## src/rtl/noise_est_pkg.sv

```systemverilog
// noise_est_pkg: scheduler state encoding and FIFO sizing helpers shared by the scheduler files
package noise_est_pkg;

    typedef enum logic [2:0] {
        IDLE,
        SOF,
        FILL,
        BURST,
        GAP,
        DRAIN,
        DONE
    } sched_state_t;

    function automatic int fifo_aw(input int depth);
        return $clog2(depth);
    endfunction

    function automatic int fifo_cw(input int depth);
        return $clog2(depth) + 1;
    endfunction

endpackage

```

## src/rtl/sync_fifo.sv

```systemverilog
// sync_fifo: single-clock power-of-two FIFO with combinational head read and occupancy count
module sync_fifo
    import noise_est_pkg::*;
#(
    parameter int DATA_WIDTH = 8,
    parameter int DEPTH      = 16
) (
    input  logic                      clk,
    input  logic                      rst,
    input  logic                      push,
    input  logic [DATA_WIDTH-1:0]     wdata,
    input  logic                      pop,
    output logic [DATA_WIDTH-1:0]     rdata,
    output logic                      full,
    output logic                      empty,
    output logic [fifo_cw(DEPTH)-1:0] count
);

    localparam int AW = fifo_aw(DEPTH);
    localparam int CW = fifo_cw(DEPTH);

    logic [DATA_WIDTH-1:0] mem_q [DEPTH];
    logic [AW-1:0]         wr_q;
    logic [AW-1:0]         rd_q;
    logic [CW-1:0]         cnt_q;
    logic                  do_push;
    logic                  do_pop;

    assign do_push = push && !full;
    assign do_pop  = pop && !empty;
    assign full    = cnt_q == CW'(DEPTH);
    assign empty   = cnt_q == '0;
    assign count   = cnt_q;
    assign rdata   = mem_q[rd_q];

    // pointers wrap naturally; a simultaneous push and pop leaves the count unchanged
    always_ff @(posedge clk) begin
        if (rst) begin
            wr_q  <= '0;
            rd_q  <= '0;
            cnt_q <= '0;
        end else begin
            if (do_push) wr_q <= wr_q + AW'(1);
            if (do_pop) rd_q <= rd_q + AW'(1);
            cnt_q <= cnt_q + CW'(do_push) - CW'(do_pop);
        end
    end

    // storage needs no reset: flushing the pointers empties the FIFO
    always_ff @(posedge clk) begin
        if (do_push) mem_q[wr_q] <= wdata;
    end

endmodule

```

## src/rtl/noise_estimation_scheduler.sv

```systemverilog
// noise_estimation_scheduler: buffers a bursty pixel stream and replays it as gap-free blocks, then collects the noise result
module noise_estimation_scheduler
    import noise_est_pkg::*;
#(
    parameter int DATA_WIDTH     = 8,
    parameter int TOTAL_SAMPLES  = 8,
    parameter int BLOCK_GAP      = 2,
    parameter int TIMEOUT_CYCLES = 1024
) (
    input  logic                    clk,
    input  logic                    rst,
    input  logic                    frame_start,
    input  logic [31:0]             cfg_blocks,
    input  logic                    s_valid,
    output logic                    s_ready,
    input  logic [DATA_WIDTH-1:0]   s_data,
    output logic                    ne_start_of_frame,
    output logic                    ne_start_data,
    output logic [DATA_WIDTH-1:0]   ne_data,
    output logic [31:0]             ne_blocks_per_frame,
    input  logic [2*DATA_WIDTH-1:0] ne_noise,
    input  logic                    ne_noise_ready,
    output logic                    noise_valid,
    input  logic                    noise_ready,
    output logic [2*DATA_WIDTH-1:0] noise_data,
    output logic                    timeout_err,
    output logic                    cfg_err,
    output logic                    busy
);

    localparam int DEPTH = 2 * TOTAL_SAMPLES;
    localparam int CW    = fifo_cw(DEPTH);

    sched_state_t            state_q, state_d;
    logic [31:0]             cfg_q, cfg_d;
    logic [31:0]             blk_q, blk_d;
    logic [31:0]             cnt_q, cnt_d;
    logic [39:0]             acc_q, acc_d;
    logic [2*DATA_WIDTH-1:0] noise_q, noise_d;
    logic                    tmo_q, tmo_d;
    logic                    cerr_q, cerr_d;
    logic [DATA_WIDTH-1:0]   fifo_rdata;
    logic [CW-1:0]           fifo_count;
    logic                    fifo_full;
    logic                    fifo_empty;
    logic                    push;
    logic                    pop;
    logic                    active;
    logic [39:0]             limit;

    assign active = state_q inside {SOF, FILL, BURST, GAP};
    assign limit  = 40'(cfg_q) * 40'(TOTAL_SAMPLES);
    assign s_ready = active && !fifo_full && (acc_q < limit);
    assign push   = s_valid && s_ready;
    assign pop    = (state_q == BURST) && !fifo_empty;

    assign ne_start_of_frame   = state_q == SOF;
    assign ne_start_data       = (state_q == BURST) && (cnt_q == '0);
    assign ne_data             = pop ? fifo_rdata : '0;
    assign ne_blocks_per_frame = cfg_q;
    assign noise_valid         = state_q == DONE;
    assign noise_data          = noise_q;
    assign timeout_err         = tmo_q;
    assign cfg_err             = cerr_q;
    assign busy                = state_q != IDLE;

    sync_fifo #(
        .DATA_WIDTH(DATA_WIDTH),
        .DEPTH     (DEPTH)
    ) u_fifo (
        .clk  (clk),
        .rst  (rst),
        .push (push),
        .wdata(s_data),
        .pop  (pop),
        .rdata(fifo_rdata),
        .full (fifo_full),
        .empty(fifo_empty),
        .count(fifo_count)
    );

    // state, counters and result register; reset aborts any frame in flight
    always_ff @(posedge clk) begin
        if (rst) begin
            state_q <= IDLE;
            cfg_q   <= '0;
            blk_q   <= '0;
            cnt_q   <= '0;
            acc_q   <= '0;
            noise_q <= '0;
            tmo_q   <= 1'b0;
            cerr_q  <= 1'b0;
        end else begin
            state_q <= state_d;
            cfg_q   <= cfg_d;
            blk_q   <= blk_d;
            cnt_q   <= cnt_d;
            acc_q   <= acc_d;
            noise_q <= noise_d;
            tmo_q   <= tmo_d;
            cerr_q  <= cerr_d;
        end
    end

    // frame sequencing; cnt_q is reused as burst index, gap timer and drain timer
    always_comb begin
        state_d = state_q;
        cfg_d   = cfg_q;
        blk_d   = blk_q;
        cnt_d   = cnt_q;
        acc_d   = push ? acc_q + 40'd1 : acc_q;
        noise_d = noise_q;
        tmo_d   = tmo_q;
        cerr_d  = 1'b0;
        case (state_q)
            IDLE: begin
                if (frame_start && cfg_blocks != '0) begin
                    cfg_d   = cfg_blocks;
                    blk_d   = '0;
                    cnt_d   = '0;
                    acc_d   = '0;
                    state_d = SOF;
                end else if (frame_start) begin
                    cerr_d = 1'b1;
                end
            end
            SOF: state_d = FILL;
            FILL: begin
                if (fifo_count >= CW'(TOTAL_SAMPLES)) begin
                    cnt_d   = '0;
                    state_d = BURST;
                end
            end
            BURST: begin
                cnt_d = cnt_q + 32'd1;
                if (cnt_q == 32'(TOTAL_SAMPLES - 1)) begin
                    cnt_d   = '0;
                    blk_d   = blk_q + 32'd1;
                    state_d = (blk_q + 32'd1 == cfg_q) ? DRAIN : (BLOCK_GAP == 0 ? FILL : GAP);
                end
            end
            GAP: begin
                cnt_d = cnt_q + 32'd1;
                if (cnt_q == 32'(BLOCK_GAP - 1)) begin
                    cnt_d   = '0;
                    state_d = FILL;
                end
            end
            DRAIN: begin
                cnt_d = cnt_q + 32'd1;
                if (ne_noise_ready) begin
                    noise_d = ne_noise;
                    tmo_d   = 1'b0;
                    state_d = DONE;
                end else if (cnt_q == 32'(TIMEOUT_CYCLES - 1)) begin
                    noise_d = '0;
                    tmo_d   = 1'b1;
                    state_d = DONE;
                end
            end
            DONE: state_d = noise_ready ? IDLE : DONE;
            default: state_d = IDLE;
        endcase
    end

endmodule

```

## config.mk

```make
export PLATFORM = sky130hd
export DESIGN_NAME = noise_estimation_scheduler
export DESIGN_NICKNAME = d
export VERILOG_FILES = /design/src/rtl/noise_est_pkg.sv /design/src/rtl/sync_fifo.sv /design/src/rtl/noise_estimation_scheduler.sv
export SDC_FILE = /design/constraint.sdc
export NUM_CORES = 1
export LEC_CHECK = 0
export CAP_MARGIN = 20
export CORE_MARGIN = 2
export CORE_UTILIZATION = 53
export CTS_CLUSTER_SIZE = 20
export DETAILED_ROUTE_END_ITERATION = 12
export PLACE_DENSITY_LB_ADDON = 0.25
export RECOVER_POWER = 100
export SETUP_SLACK_MARGIN = 0.2
export SYNTH_ARGS = -nofsm -noshare
export SYNTH_HDL_FRONTEND = slang
export SYNTH_SLANG_ARGS = --single-unit
```

## constraint.sdc

```tcl
create_clock -name clk -period 3.8 [get_ports clk]
set_input_delay 0.38 -clock clk [delete_from_list [all_inputs] [get_ports clk]]
set_output_delay 0.38 -clock clk [all_outputs]
set_load 0.01 [all_outputs]
```

After elaboration in Yosys (flattened, before gate mapping). Memory sizes are Yosys's and may differ from the RTL's. A register that Yosys moved wholly into a read port is not among the register bits. Cells that the tools add are included.

Memory bits (writable): 128. Output and inout port bits: 63. Memories kept: 1. Bits in registers: 170.

Bitwise logic cells: 1. Reductions and logical operators: 25. Add/subtract/negate cells: 7. Equality and inequality tests: 16. $lt $le $gt $ge: 2. Mux-type cells: 29.

Memory list: u_fifo.mem_q (words 16, bits a word 8, rd ports 1, clocked after Yosys merged registers in 1, wr ports 1, line sync_fifo.sv:22) `logic [DATA_WIDTH-1:0] mem_q [DEPTH];`.

Operator list (count): $mux W32 (5); $pmux W32 S5 (1); $mux W40 (3); $add A32 B1 Y32 const B (2); $pmux W32 S2 (1); $add A40 B1 Y40 const B (1); $lt A40 B35 Y1 (1); $eq A32 B1 Y1 const B (1); $eq A32 B10 Y1 const B (1); $eq A32 B3 Y1 const B (1); $eq A32 B32 Y1 (1); $logic_not A32 Y1 (1); $mux W16 (2); $reduce_bool A32 Y1 (1); $mux W3 (7); $pmux W3 S7 (1); $eq A3 B3 Y1 const B (3); $add A4 B1 Y4 const B (2); $logic_and A1 B1 Y1 (8); $mux W4 (2); $mux W8 (1); $eq A3 B2 Y1 const B (2); $mux W1 (6); $ne A2 B1 Y1 const B (3); 19 further kinds (23).

Depth between registers and ports, before layout.
Depth after elaboration: 8. Mapped depth: 17. Mapped depth without buffers: 15.

By module. From an unflattened synthesis, not the netlist that was laid out.

Cells, all modules: 1439. Area, all modules: 15059.4 µm².

By module, submodules not included: noise_estimation_scheduler (area an instance 9260.1 µm², times used 1, sequential area each 3143.0 µm², cells an instance 1133); sync_fifo (area an instance 5799.3 µm², times used 1, sequential area each 4184.0 µm², cells an instance 306).

Worst setup path after synthesis. OpenSTA, ideal clock, no wires.

Path kind: register to register. Start: reg cfg_q[6] (netlist: ne_blocks_per_frame[6]). End: mem u_fifo.mem_q[11][0] (enable). Setup slack: -0.243 ns. Required time: 3.381 ns. Clock period less this slack: 4.043 ns. Library setup time: 0.419 ns. Buffers on the path: 2. Cell stages (with the launch flop): 12. Arrival time: 3.623 ns. Cell sequence: dfxtp_1 -> inv_1 -> ha_1 -> a21o_1 -> a21o_1 -> a211oi_1 -> o311ai_1 -> a31o_2 -> buf_2 -> a21bo_2 -> buf_6 -> a2111oi_0.

Longest elaborated chain between the ends: 6.

RTL lines: start, declared (line noise_estimation_scheduler.sv:35) `logic [31:0] cfg_q, cfg_d;`; start signal, assigned (line noise_estimation_scheduler.sv:95) `cfg_q <= cfg_d;`; $lt A40 B35 Y1 (line noise_estimation_scheduler.sv:53) `assign s_ready = active && !fifo_full && (acc_q < limit);`; $logic_and A1 B1 Y1 (line noise_estimation_scheduler.sv:53); $logic_and A1 B1 Y1 (line noise_estimation_scheduler.sv:54) `assign push = s_valid && s_ready;`; $logic_and A1 B1 Y1 (line sync_fifo.sv:29) `assign do_push = push && !full;`; $mux W1 (line sync_fifo.sv:51) `if (do_push) mem_q[wr_q] <= wdata;`; $mux W1 (implied by the code) (line sync_fifo.sv:51); end, declared (line sync_fifo.sv:22).

Every way passes these cells.

==> summary.md <==
| Metric | Value |
|---|---|
| Finished Layout Cells | 2022 |
| Core Region | 28800 µm² |
| TritonCTS Buffers | 34 |
| First-pass GRT wire length | ~64000 µm |
| Achievable clock frequency | 0.285 GHz |
| Syn_area_per_cell | between 10 and 15 µm² |
| Die Footprint | a little over 30000 µm² |
| Via count | approximately 12000 |
| Setup Crit Path Kind | flop to output port |
| Setup Skew | ~0.018 ns |
| DR iter-0 viols | 912 |
| Mapped Cells | around 1500 |
| Post-synth top area share | 0.248 |
| CTS max path bufs | 3 |
| Global Route Usage Sum | 0.259 |
| Synth area leader | edfxtp_1 |
| RR Startpoint | ne_blocks_per_frame[30]$_SDFFE_PP0P_ |
| RSZ-0062 raised after global routing | no |
| Min-delay src | acc_q[38]$_SDFF_PP0_ |
| Layout fillers | approximately 2300 |
| Max cap viols | 0 |
| Final net count | ~1700 |
| CTS tree | built |
| Inserted Diodes | 0 |
| Slew margin rel. | 0.263 |
| Asr flop ratio synth | 0 |
| Peak supply drop | between 0.0002 and 0.0003 V |
| Syn-to-layout area delta | 17.8% |
| DRC violation count after routing | 0 |
| Grt ovf | 0 |
| Yosys reg bits | 302 |
| Worst Path Arrival | 3.13 ns |
| Die Ht | 175 µm |
| CTS sink count | ~300 |
| Critical Path Start Type | flop |
| Tcrit/Tclk final | 0.924 |
| Chip Width | 175 µm |
| Initial antenna violation count | 0 |
| FP Rows | 62 |
| Number of library cell types mapped by synthesis | 75 |
| Post-DP HPWL | ~28000 µm |
| Worst hold-check path type | flop to flop |
| Required time worst endpoint | about 3.4 ns |
| Main synth FF type | dfxtp_1 |
| LEAKAGE | roughly 6.6 nW |
| IO buf count | between 100 and 150 |
| GP Congestion | between 0.9 and 1 |
| Worst-Margin Slew | between 1 and 1.5 ns |
| EDFF count, synth | ~130 |
| Routed len/inst | 19.7 µm |
| Initial core utilization | 0.540 |
| Layout cells sized above 1 | 0.102 |
| Worst-path maximum fanout | 15 |
| Total wire length | about 40000 µm |
| Critical path capture point type | output port |
| Ys Warns | 0 |
| # setup viols final | 0 |
| Sequential fraction of the synthesis area | 0.472 |
| Area after DPL | about 17000 µm² |
| Tightest hold margin | 0.464 ns |
| Largest net degree at the start of global routing | between 50 and 60 |
| Mapped Area | ~16000 µm² |
| Fin. Hold Viols | 0 |
| Max Slew Vio Count | 0 |
| Clock Latency Late Sink | about 0.52 ns |
| H-tree depth | 2 |
| Detail Route Antenna Nets | 0 |
| Status | finished clean |
| Min Tclk post-route | ~3.5 ns |
| Synth Net Count | 1605 |
| Placed Cells | 1960 |
| DR pass1 iterations | 5 |
| Cell area after layout | 18300 µm² |
| Clock slew at reported path FFs | around 0.060 ns |
| Power Density | 505 nW/µm² |
| Io pins | roughly 130 |
| Via/cell ratio | a little over 6 |
| Dominant cells by area after synthesis | edfxtp_1, dfxtp_1, mux4_2, mux2i_1, ha_1 |
| Root buf cell | clkbuf_16 |
| Setup TNS | 0 ns |
| Vias in the first global route | ~12000 |
[cell type report]
class                           count  area [µm²]  area share
Timing Repair Buffer              175        1550      0.0847
Multi-Input combinational cell   1037        7610       0.416
Sequential cell                   302        7340       0.401
Inverter                           62         233      0.0127
Tap cell                          384         480      0.0263
Clock buffer                       44         908      0.0496
Clock inverter                     18         181     0.00991
[cells in the mapped netlist, drive strengths merged, types with 35 or more instances]
library cell / instances
nor2: 136
xnor2: 35
nand4: 40
ha: 49
clkbuf: 55
mux2i: 69
nand2b: 39
nand3: 54
o21ai: 52
mux4: 40
nand2: 101
edfxtp: 128
inv: 62
a21oi: 67
buf: 37
dfxtp: 174
a2111oi: 41
[per-stage QoR]
stage                     power [mW]  setup WS (ns)  utilization
after floorplan                 5.29         -0.121            -
after global placement          6.14          0.497        0.604
after detailed placement        6.20          0.553        0.604
after CTS                       9.43          0.167        0.642
after global routing            9.67          0.151        0.636
final                           9.25          0.287        0.636
[per-layer routing]
layer  vias up  track usage  routed length [µm]
li1       5811            -                   -
met1      6029        0.333               16700
met2       377        0.448               19900
met3        73       0.0413                2310
met4         0       0.0830                1030
met5         -            0                   0
[cell usage in the layout, fill, tap and decap left out, types with 17 or more instances in the layout]
cell             instances
a2111oi_0               30
a211oi_1                26
a21o_1                  17
a21oi_1                 67
a22oi_1                 18
and2_1                  17
and3_1                  27
buf_4                   31
clkbuf_1                19
clkbuf_16               34
clkdlybuf4s50_1         55
dfxtp_1                168
dlygate4sd3_1           67
edfxtp_1               128
ha_1                    49
inv_1                   62
mux2i_1                 69
mux4_2                  40
nand2_1                 98
nand2b_1                39
nand3_1                 54
nand4_1                 35
nor2_1                 135
nor3_1                  18
nor4_1                  23
o21ai_0                 51
or3_1                   24
xnor2_1                 35
xor2_1                  27
[path summary, 6_finish.rpt]
| path | to | slack, ns | depth (start not counted) |
|---|---|---|---|
| worst max-delay path | ne_data[4] | 0.29 | 5 |
| worst min-delay path | acc_q[38]$_SDFF_PP0_ | 0.46 | 1 |
| worst max register to register | u_fifo.mem_q[3][1]$_DFFE_PP_ | 0.33 | 9 |
| worst min register to register | acc_q[38]$_SDFF_PP0_ | 0.46 | 1 |
[report_power, final]
group	switching [mW]	internal [mW]
logic	1.39	0.893
clock network	1.32	1.90
registers	0.191	3.54
[flip-flops by register name, indices dropped and copies added (netlist names), named ones only]
signal / cells
u_fifo.rd_q: 4
cfg_err: 1
blk_q: 32
cnt_q: 32
u_fifo.wr_q: 4
state_q: 3
noise_data: 16
ne_blocks_per_frame: 32
u_fifo.count: 5
timeout_err: 1
acc_q: 40
u_fifo.mem_q: 128
[what timing repair did]
| action | CTS | global route |
|---|---|---|
| gates resized for setup | 7 | 1 |
| hold buffers | 0 | 0 |
| setup endpoints to repair | 3 | 1 |
| setup buffers | 0 | 0 |
[cell families (layout without fill, tap and decap cells)]
group | Yosys count | in the layout | synth area share
simple gates | 535 | 535 | 0.183
flops | 302 | 302 | 0.472
compound gates | 278 | 278 | 0.124
buf+inv | 154 | 299 | 0.0405
mux | 112 | 112 | 0.105
xor+xnor | 62 | 62 | 0.0350
fa+ha+maj | 50 | 50 | 0.0408
[worst max-delay path, stage by stage, from the launching register on]
cell and delay, ns:
dfxtp_4 0.52, clkbuf_2 0.33, mux4_2 0.53, mux4_2 0.46
and2_1 0.18, dlygate4sd3_1 0.60
(Power assumes the default switching activity.)
